### src/rtl/dual_issue_scoreboard.sv
// Dual-issue scheduler: RAW/WAW hazard checks against a 32-entry busy
// scoreboard and between the two lanes, plus fixed-latency write-back
// delay lines that drive both register-file write ports.
module dual_issue_scoreboard #(
  parameter int unsigned LAT   = 3,
  parameter int unsigned CNT_W = 16
) (
  input  logic             clk,
  input  logic             rst,
  input  logic             valid1,
  input  logic [4:0]       rs1_addr1,
  input  logic [4:0]       rs2_addr1,
  input  logic [4:0]       rd_addr1,
  input  logic             wen1,
  input  logic             valid2,
  input  logic [4:0]       rs1_addr2,
  input  logic [4:0]       rs2_addr2,
  input  logic [4:0]       rd_addr2,
  input  logic             wen2,
  output logic             issue1,
  output logic             issue2,
  output logic             wb_wen1,
  output logic             wb_wen2,
  output logic [4:0]       wb_rd1,
  output logic [4:0]       wb_rd2,
  output logic [31:0]      busy,
  output logic [CNT_W-1:0] stall_cnt
);

  localparam int unsigned AW   = 5;
  localparam int unsigned NREG = 32;
  localparam int unsigned PW   = LAT * AW;

  logic [NREG-1:0]  busy_q, busy_d;
  logic [LAT-1:0]   p1_wen_q, p1_wen_d, p2_wen_q, p2_wen_d;
  logic [PW-1:0]    p1_rd_q, p1_rd_d, p2_rd_q, p2_rd_d;
  logic [CNT_W-1:0] stall_q, stall_d;

  logic wr1, wr2, intra, iss1, iss2, ent1, ent2;
  logic [NREG-1:0] set_v, clr_v;

  // Hazard detection and issue decision (registered busy only, no bypass)
  always_comb begin
    wr1   = wen1 && (rd_addr1 != '0);
    wr2   = wen2 && (rd_addr2 != '0);
    intra = wr1 && ((rs1_addr2 == rd_addr1) || (rs2_addr2 == rd_addr1) ||
                    (wr2 && (rd_addr2 == rd_addr1)));
    iss1  = valid1 && !busy_q[rs1_addr1] && !busy_q[rs2_addr1] &&
            !(wr1 && busy_q[rd_addr1]);
    iss2  = iss1 && valid2 && !busy_q[rs1_addr2] && !busy_q[rs2_addr2] &&
            !(wr2 && busy_q[rd_addr2]) && !intra;
    ent1  = iss1 && wr1;
    ent2  = iss2 && wr2;
  end

  // Next state: delay-line shift, scoreboard set/clear, stall counter
  always_comb begin
    p1_wen_d = LAT'({p1_wen_q, ent1});
    p2_wen_d = LAT'({p2_wen_q, ent2});
    p1_rd_d  = PW'({p1_rd_q, (ent1 ? rd_addr1 : AW'(0))});
    p2_rd_d  = PW'({p2_rd_q, (ent2 ? rd_addr2 : AW'(0))});

    set_v = '0;
    clr_v = '0;
    if (wb_wen1) clr_v[wb_rd1] = 1'b1;
    if (wb_wen2) clr_v[wb_rd2] = 1'b1;
    if (ent1)    set_v[rd_addr1] = 1'b1;
    if (ent2)    set_v[rd_addr2] = 1'b1;
    // Set wins over clear on the same edge; x0 is never tracked
    busy_d    = (busy_q & ~clr_v) | set_v;
    busy_d[0] = 1'b0;

    stall_d = stall_q;
    if (valid1 && !iss1 && (stall_q != '1)) stall_d = stall_q + CNT_W'(1);
  end

  // State registers with synchronous reset discarding in-flight writes
  always_ff @(posedge clk) begin
    if (rst) begin
      busy_q   <= '0;
      p1_wen_q <= '0;
      p2_wen_q <= '0;
      p1_rd_q  <= '0;
      p2_rd_q  <= '0;
      stall_q  <= '0;
    end else begin
      busy_q   <= busy_d;
      p1_wen_q <= p1_wen_d;
      p2_wen_q <= p2_wen_d;
      p1_rd_q  <= p1_rd_d;
      p2_rd_q  <= p2_rd_d;
      stall_q  <= stall_d;
    end
  end

  // Last delay-line stage is the registered write-back port
  assign issue1    = iss1;
  assign issue2    = iss2;
  assign wb_wen1   = p1_wen_q[LAT-1];
  assign wb_wen2   = p2_wen_q[LAT-1];
  assign wb_rd1    = p1_rd_q[PW-1 -: AW];
  assign wb_rd2    = p2_rd_q[PW-1 -: AW];
  assign busy      = busy_q;
  assign stall_cnt = stall_q;

endmodule

### config.mk
export PLATFORM = sky130hd
export DESIGN_NAME = dual_issue_scoreboard
export DESIGN_NICKNAME = d
export VERILOG_FILES = /design/src/rtl/dual_issue_scoreboard.sv
export SDC_FILE = /design/constraint.sdc
export NUM_CORES = 1
export LEC_CHECK = 0
export BUFFER_PORTS_ARGS = -buffer_cell sky130_fd_sc_hd__buf_2
export CELL_PAD_IN_SITES_DETAIL_PLACEMENT = 0
export CELL_PAD_IN_SITES_GLOBAL_PLACEMENT = 2
export CORE_ASPECT_RATIO = 1.1
export CORE_MARGIN = 2
export CORE_UTILIZATION = 30
export CTS_BUF_LIST = sky130_fd_sc_hd__clkbuf_4
export DETAILED_ROUTE_END_ITERATION = 7
export PLACE_DENSITY_LB_ADDON = 0.1
export SYNTH_ARGS = -nofsm -noshare
export SYNTH_HDL_FRONTEND = slang
export SYNTH_SLANG_ARGS = --single-unit
### constraint.sdc
create_clock -name clk -period 3.7 [get_ports clk]
set_input_delay 0.555 -clock clk [delete_from_list [all_inputs] [get_ports clk]]
set_output_delay 0.555 -clock clk [all_outputs]
set_load 0.02 [all_outputs]
==> flow_summary.yaml <==
placement:
  io_buffers: 96
  dpl.hpwl_mm: 18.4
  dp_slack_ns: -0.216
  placed_area_um2: 6870
  gp_congestion: 0.946
layout:
  drive_gt1_frac: 0.327
  nets: 806
  final_cell_area_um2: 7080
  syn_to_final_growth_pct: 20.7
  antenna_cells: 0
sta:
  maxSlewHeadroom: 0.409
  final_max_slew_viol_count: 0
  fin_crit_ns: 3.59
  grt_setup_unrepaired: "no"
  min_period_over_period: 0.969
  fmaxAchievable_ghz: 0.279
  final_hold_viol_count: 0
  final.setup_skew_ns: 0.0371
  setup_ws_ns: 0.114
  max_slew.worst_pin.slew_ns: 0.883
  setup_viol: 0
worst_hold_path:
  hold-path-cell-count: 1
  hold_path_startpoint: "p1_rd_q[9]"
  hp-class: "flip-flop to flip-flop"
  hold_end: "p1_rd_q[14]"
worst_setup_path:
  cp_data_arrival_time_ns: 3.03
  worst_setup_path_start_kind: "flip-flop"
  r2r_start: "busy[31]"
  critPathMaxStageDelay_ns: 0.54
  cp_common_cell: "buf_4"
  crit_fanout: 7
  r2r_slack_ns: 0.29
  required_ns: 3.14
  worstPathCellList: "buf_4, mux4_2, nand3_1, nand2_1, a2111o_1, or4_4, inv_2, and3_1, buf_4"
  path_class: "flip-flop to primary output"
  crit_path_end_kind: "primary output"
  rr_endpoint: "busy[11]"
  cpMaxStageDelayCell: "or4_4"
  worstRegToRegCells: 9
yosys:
  ys_warn_count: 0
  synth_area_per_cell_um2: 8.91
  async_flop_share: 0
  yosysTopAreaCell: "dfxtp_1"
  synth_most_common_cell: "dfxtp_1"
  yosys-top-cells-count: "dfxtp_1 (83), nand2_1 (53), clkbuf_1 (39)"
  synth_area_leaders: "dfxtp_1 (28%), mux4_2 (12%), mux2i_1 (4.6%)"
  syn-cell-area_um2: 5870
  synth-seq-cells: 83
  ys_types: 60
  synth-edff-count: 0
  synth_top_flop_cell: "dfxtp_1"
  syn_inst: 658
  syn-num-nets: 695
  yosysSeqAreaShare: 0.283
  synth_top_area_frac: 0.283
floorplanning:
  fp.dieW_um: 137
  initial_core_util: 0.306
  fp.coreArea_um2: 19200
  dieArea_um2: 20700
  ios: 98
  die-height_um: 151
  placementRows: 53
detailed_routing:
  via_per_inst: 5.83
  drtPass1Iterations: 5
  vias: 5953
  drt-total-wl_mm: 25.1
  drtAntennaViolNets: 0
  drt_iter0_drc: 383
  drc: 0
  wl_per_cell_um: 24.6
global_route:
  grt-ovfl-total: 0
  first_global_vias: 5670
  grt_pass1_wl_mm: 36.2
  antenna_found_initial: 0
  grt_max_degree: 74
  grtUsageTotal: 0.242
power:
  clockPowerShare: 0.369
  p_leak_nw: 2.74
  power.density_nw_per_um2: 270
  p_sw_mw: 0.553
  vdd_drop_max_mv: 0.253
  swShare: 0.289
  intPower_mw: 1.36
  power_frac_seq: 0.477
  p_comb_frac: 0.155
  power.total_mw: 1.91
cts:
  clk_path_buf_depth: 2
  numCtsBuffers: 9
  h-tree-depth: 3
  cts_tree: "done"
  cts.sinks: 83
  cts-root-buf: "clkbuf_4"
  clk_latency_ns: 0.48
  cts.reportedPaths.clkPinSlew_ns: 0.15
  hold_buffers: 0
outcome:
  status: "complete, no violations"
job:
  cap_violations: 0
-- registers in the layout, indices dropped and copies added, names as in the netlist --
name       count
p1_rd_q       15
stall_cnt     16
p1_wen_q       3
p2_rd_q       15
busy          31
p2_wen_q       3
-- power by group through the flow --
stage | clock [mW] | sequential [mW] | combinational, mW
CTS | 0.729 | 0.913 | 0.293
global route | 0.758 | 0.914 | 0.317
global placement | 0 | 0.932 | 0.290
finish | 0.706 | 0.912 | 0.296
detailed placement | 0 | 0.932 | 0.291
floorplan | 0 | 0.936 | 0.173
-- layout by cell type (no fill, tap or decap), types with 6 or more instances in the layout --
master	count
mux2i_1	27
nand2_1	53
buf_2	95
mux2_2	11
o31ai_1	10
buf_4	56
inv_1	14
nor3_1	13
or4_1	12
nor4_1	9
nor2_1	31
o21ai_2	24
nand3_1	17
a21oi_1	21
dfxtp_1	80
o21ai_0	12
xor2_1	8
nor3b_1	34
xnor2_1	7
nand4_1	7
clkbuf_4	9
or3b_2	7
nand3b_1	11
mux4_2	30
o22ai_1	32
a31oi_1	24
and2_1	9
nor2b_1	35
and3_1	6
-- routing by layer --
layer / vias up / wire length (um) / global-route usage
met3: 42 / 1680 / 0.0549
met5: - / 0 / 0
met1: 2936 / 11000 / 0.322
met4: 0 / 789 / 0.0835
li1: 2736 / - / -
met2: 239 / 11600 / 0.384
-- how the worst max path moves through the flow --
stage	slack, ns	cells after the start	start	endpoint
floorplan	0.22	8	rd_addr1[0]	issue2
global placement	-0.15	9	rd_addr1[0]	busy[3]
detailed placement	-0.22	9	rd_addr1[0]	busy[3]
CTS	0.007	9	busy[28]	issue2
global route	0.003	9	busy[31]	issue2
finish	0.11	9	busy[31]	issue2
-- cells by family after synthesis --
logic type / Yosys count / synth area share
simple gates: 270 / 0.267
compound gates: 148 / 0.174
flops: 83 / 0.283
mux: 71 / 0.196
buf+inv: 69 / 0.0546
xor+xnor: 15 / 0.0224
fa+ha+maj: 1 / 0.00213
other cells: 1 / 0.000639
-- stage by stage --
step / util / TNS (ns) / hold slack, ns / cells
2_1_floorplan: - / 0 / 0.414 / 658
3_3_place_gp: 0.359 / -4.53 / 0.420 / 1004
3_5_place_dp: 0.359 / -5.95 / 0.433 / 1004
4_1_cts: 0.369 / 0 / 0.461 / 1021
5_1_grt: 0.369 / 0 / 0.466 / 1021
6_report: 0.369 / 0 / 0.456 / 1021
-- timing repair --
action                                  4_1_cts  5_1_grt
endpoints found under the hold margin         0        0
endpoints found under the setup margin        2        2
pin swaps                                     1        2
buffers inserted                              1        0
gates resized for setup                       3        3
-- layout make-up --
| type | instances | area, um2 |
|---|---|---|
| clock buffer | 9 | 67.6 |
| clock inverter | 7 | 123 |
| fill | 2021 | 12100 |
| inverter | 15 | 56.3 |
| multi-input combinational | 506 | 3900 |
| sequential | 83 | 1670 |
| tap | 247 | 309 |
| timing repair buffer | 154 | 956 |
-- critical path, delay by kind of cell, from the launching register on --
family                 cells  cell delay (ns)
flip-flops                 1             0.37
buffers and inverters      3             0.42
AO/OA/AOI/OAI              1             0.45
multiplexers               1             0.48
AND/OR/NAND/NOR            4             0.83
Power figures use the tool's default switching activity.
